### src/rtl/gcd_host_driver.sv
// Host-side sequencer for the subtractive GCD engine: request/response handshakes,
// zero-operand short-circuit and a WAIT cycle budget with engine abort.
module gcd_host_driver #(
  parameter int WIDTH   = 16,
  parameter int TIMEOUT = 1024
) (
  input  logic             clock,
  input  logic             reset,
  input  logic             req_valid,
  output logic             req_ready,
  input  logic [WIDTH-1:0] req_a,
  input  logic [WIDTH-1:0] req_b,
  output logic             rsp_valid,
  input  logic             rsp_ready,
  output logic [WIDTH-1:0] rsp_gcd,
  output logic             rsp_err,
  output logic             start,
  output logic [WIDTH-1:0] data_in,
  output logic             eng_abort,
  input  logic             done,
  input  logic [WIDTH-1:0] result
);

  localparam int CW = $clog2(TIMEOUT + 1);

  typedef enum logic [2:0] {IDLE, LOAD_A, LOAD_B, WAIT, RESP} state_t;

  state_t           state_q, state_d;
  logic [WIDTH-1:0] b_q, b_d;
  logic [CW-1:0]    cnt_q, cnt_d, cnt_inc;
  logic             req_ready_q, req_ready_d;
  logic             rsp_valid_q, rsp_valid_d;
  logic [WIDTH-1:0] gcd_q, gcd_d;
  logic             err_q, err_d;
  logic             start_q, start_d;
  logic [WIDTH-1:0] data_q, data_d;
  logic             abort_q, abort_d;

  assign cnt_inc = cnt_q + CW'(1);

  always_comb begin
    state_d     = state_q;
    b_d         = b_q;
    cnt_d       = cnt_q;
    req_ready_d = req_ready_q;
    rsp_valid_d = rsp_valid_q;
    gcd_d       = gcd_q;
    err_d       = err_q;
    start_d     = 1'b0;
    data_d      = '0;
    abort_d     = 1'b0;
    case (state_q)
      IDLE: begin
        if (req_valid && req_ready_q) begin
          b_d         = req_b;
          req_ready_d = 1'b0;
          if (req_a != '0 && req_b != '0) begin
            state_d = LOAD_A;
            start_d = 1'b1;
            data_d  = req_a;
          end else begin
            // gcd(x,0)=x; both zero has no defined result
            state_d     = RESP;
            rsp_valid_d = 1'b1;
            gcd_d       = req_a | req_b;
            err_d       = (req_a == '0) && (req_b == '0);
          end
        end
      end
      LOAD_A: begin
        state_d = LOAD_B;
        data_d  = b_q;
      end
      LOAD_B: state_d = WAIT;
      WAIT: begin
        cnt_d = cnt_inc;
        // first WAIT cycle may still show the previous run's done
        if (cnt_q != '0 && done) begin
          state_d     = RESP;
          rsp_valid_d = 1'b1;
          gcd_d       = result;
          err_d       = 1'b0;
        end else if (cnt_inc == CW'(TIMEOUT)) begin
          state_d     = RESP;
          rsp_valid_d = 1'b1;
          abort_d     = 1'b1;
          gcd_d       = '0;
          err_d       = 1'b1;
        end
      end
      RESP: begin
        if (rsp_ready) begin
          state_d     = IDLE;
          rsp_valid_d = 1'b0;
          cnt_d       = '0;
          req_ready_d = 1'b1;
        end
      end
      default: state_d = IDLE;
    endcase
  end

  always_ff @(posedge clock) begin
    if (reset) begin
      state_q     <= IDLE;
      b_q         <= '0;
      cnt_q       <= '0;
      req_ready_q <= 1'b1;
      rsp_valid_q <= 1'b0;
      gcd_q       <= '0;
      err_q       <= 1'b0;
      start_q     <= 1'b0;
      data_q      <= '0;
      abort_q     <= 1'b0;
    end else begin
      state_q     <= state_d;
      b_q         <= b_d;
      cnt_q       <= cnt_d;
      req_ready_q <= req_ready_d;
      rsp_valid_q <= rsp_valid_d;
      gcd_q       <= gcd_d;
      err_q       <= err_d;
      start_q     <= start_d;
      data_q      <= data_d;
      abort_q     <= abort_d;
    end
  end

  assign req_ready = req_ready_q;
  assign rsp_valid = rsp_valid_q;
  assign rsp_gcd   = gcd_q;
  assign rsp_err   = err_q;
  assign start     = start_q;
  assign data_in   = data_q;
  assign eng_abort = abort_q;

endmodule

### config.mk
export PLATFORM = sky130hd
export DESIGN_NAME = gcd_host_driver
export DESIGN_NICKNAME = d
export VERILOG_FILES = /design/src/rtl/gcd_host_driver.sv
export SDC_FILE = /design/constraint.sdc
export NUM_CORES = 1
export LEC_CHECK = 0
export ABC_AREA = 1
export CORE_MARGIN = 2
export CORE_UTILIZATION = 50
export DETAILED_ROUTE_END_ITERATION = 16
export PLACE_DENSITY = 0.82
export RECOVER_POWER = 100
export SETUP_SLACK_MARGIN = 0.4
export SYNTH_ARGS = -nofsm -noshare
export SYNTH_HDL_FRONTEND = slang
export SYNTH_SLANG_ARGS = --single-unit
### constraint.sdc
create_clock -name clock -period 4.1 [get_ports clock]
set_input_delay 0.82 -clock clock [delete_from_list [all_inputs] [get_ports clock]]
set_output_delay 0.82 -clock clock [all_outputs]
set_load 0.03 [all_outputs]
==> reports/results.ini <==
[status]
status = finished clean

[cells_and_area]
area_growth_pct = 31.3
multi_input_area_um2 = 1640
drive_above_1_share_pct = 5.67
ff_latch_area_um2 = 1340
fin_util_pct = 67.0
nNetsFinal = 667
antenna_cells = 0
nFillCells = 570

[timing]
period_needed_ps = 3160
worst_clock_skew_ps = 6.01
setup-tns-final_ps = 0
timing.slew.headroom_pct = 4.93
fmax_ghz = 0.317
final-setup-viol-count = 0
tightest_slew_ps = 1430
final_max_slew_viol_count = 0
min_period_over_period_pct = 77.0
rsz0062_at_grt = no
hold_viol_final = 0

[logic_synthesis]
synth_fp_nets = 587
synth_commonest_cells = nand2_1 (123), inv_1 (73), nor2_1 (73), dfxtp_1 (67), a21oi_1 (46)
ys_warn_count = 0
synth.top_cells.by_area = dfxtp_1 (39%), nand2_1 (13%), inv_1 (8.0%), nor2_1 (8.0%), a21oi_1 (6.7%)
synthArstFlopShare_pct = 0
yosysMostFrequentCell = nand2_1
synth_area_per_cell_um2 = 6.45
synth-main-ff-cell = dfxtp_1
synth_seq_cells = 67
synth-edff-count = 0
yosys.area.top_type = dfxtp_1
ys_seq_area_share_pct = 39.1
synth_cell_type_count = 29
syn-instance-count = 532
synth_top_area_share_pct = 39.1
syn_area_um2 = 3430

[die]
core_area_um2 = 6720
start_util_pct = 51.1
die_w_um = 86.8
die-area_um2 = 7540
num_rows = 30
die_h_um = 86.8
num_io_pins = 90

[worst_setup_path]
r2r-start = state_q[1]$_SDFFE_PP0P_
worst-path-buf-inv = 2
crit_type = input pin to register
path_delay_family = buffers and inverters
cp_slowest_cell = nor2_1
cp_data_arrival_time_ps = 3410
cpPeakStageDelay_ps = 800
required_ps = 4350
startpoint_type = input pin
path_cells = dlygate4sd3_1, nand2_1, nor2_1, clkbuf_1, nand3_1, a21oi_1
worstSetupEndpointType = register
crit_start = req_valid
cp_max_fo = 26

[routing]
drc_errors = 0
first_pass_iters = 5
drtIter0Drc = 319
vias_per_cell = 5.30
drt_wl_total_mm = 9.32
via_count = 3693
ant_nets = 0
wl_per_cell_um = 13.4

[pwr]
ir_drop_v = 0.000256
p_leak_nw = 1.95
total_power_mw = 2.16
p_per_area_nw_per_um2 = 479

[global_routing]
overflow = 0
grt_antenna_before_repair = 0
grt_use_total_pct = 26.3
grt_pass1_vias = 3431
grt_pass1_wl_mm = 15.6
grt_max_degree = 39

[min_path]
hold_start = rsp_valid$_SDFFE_PP0P_
hp-class = register to register

[placed_design]
io_buffer_count = 89
dp_hpwl_mm = 6.80
finalWeightedCongestion = 0.875

[clock_network]
htreeDepth = 3
clk_latency_ps = 350
cts_resized = 0
cts_hold_buf = 0
numClockSinks = 67
cts_tree = yes
root_buffer = clkbuf_8
post_cts_buffers = 0
clkTransAtPathRegs_ps = 70
clk_path_buf_depth = 2
cts_buffers = 9

[flow_run]
cap_violations = 0

worst paths after layout:
check,end,slack [ps],cells after the start
worst max register to register,data_in[15]$_SDFF_PP0_,1200,8
worst min-delay path,rsp_valid$_SDFFE_PP0P_,450,2
worst min register to register,rsp_valid$_SDFFE_PP0P_,450,2
worst max-delay path,data_in[15]$_SDFF_PP0_,940,6
cell families after synthesis:
logic type               count (synthesis)  share of synthesized area (%)
flip-flops                              67                           39.1
adder cells (fa/ha/maj)                  2                          0.729
buffers and inverters                  111                           13.0
AND/OR/NAND/NOR                        265                           33.3
AO/OA/AOI/OAI                           87                           13.9
sequential cells by signal, indices dropped and copies added, names as in the netlist:
| signal | flops |
|---|---|
| b_q | 16 |
| data_in | 16 |
| rsp_gcd | 16 |
| cnt_q | 11 |
| state_q | 3 |
| eng_abort | 1 |
| req_ready | 1 |
| rsp_err | 1 |
| rsp_valid | 1 |
| start | 1 |
layout make-up:
type | count | area share, %
repair buffers | 95 | 20.5
well taps | 80 | 2.22
flip-flops and latches | 67 | 29.8
clock inverters | 7 | 1.22
inverters | 85 | 7.09
multi-input cells | 354 | 36.5
clock buffers | 9 | 2.75
per-layer routing:
metal,share of wire (%),global-route usage (%),vias to the layer above
met5,0,0,-
met4,3.4,13.4,0
met3,6.5,4.19,29
met2,48,43.0,156
met1,42,33.4,1667
li1,-,-,1841
cells in the final DEF, fill, tap and decap left out, drive strengths merged, types with 8 or more instances in the layout:
cell / instances
clkinv: 8
o21a: 8
nand3: 38
a21oi: 46
dlygate4sd3: 39
inv: 82
nand4: 23
o21ai: 31
clkdlybuf4s50: 50
dfxtp: 67
clkbuf: 13
nand2: 125
nor2: 75
tightest hold or removal path: cells and delay by family (launching register included):
kind	cells	cell delay (ps)
buffers and inverters	1	50
AO/OA/AOI/OAI	1	50
flip-flops	1	310
per-stage QoR:
| stage | cells | cell area [um2] | setup slack [ps] | hold slack [ps] |
|---|---|---|---|---|
| 6_report | 697 | 4500 | 941 | 450 |
| 5_1_grt | 697 | 4500 | 731 | 482 |
| 4_1_cts | 697 | 4520 | 1400 | 452 |
| 3_5_place_dp | 681 | 4350 | 1030 | 441 |
| 3_3_place_gp | 681 | 4350 | 1130 | 435 |
| 2_1_floorplan | 532 | 3430 | 2040 | 442 |
power by group:
group          internal, mW  total, mW  switching, mW
Combinational         0.281      0.822          0.542
Clock                 0.222      0.492          0.270
Sequential            0.781      0.843         0.0622
(Power assumes the default switching activity.)
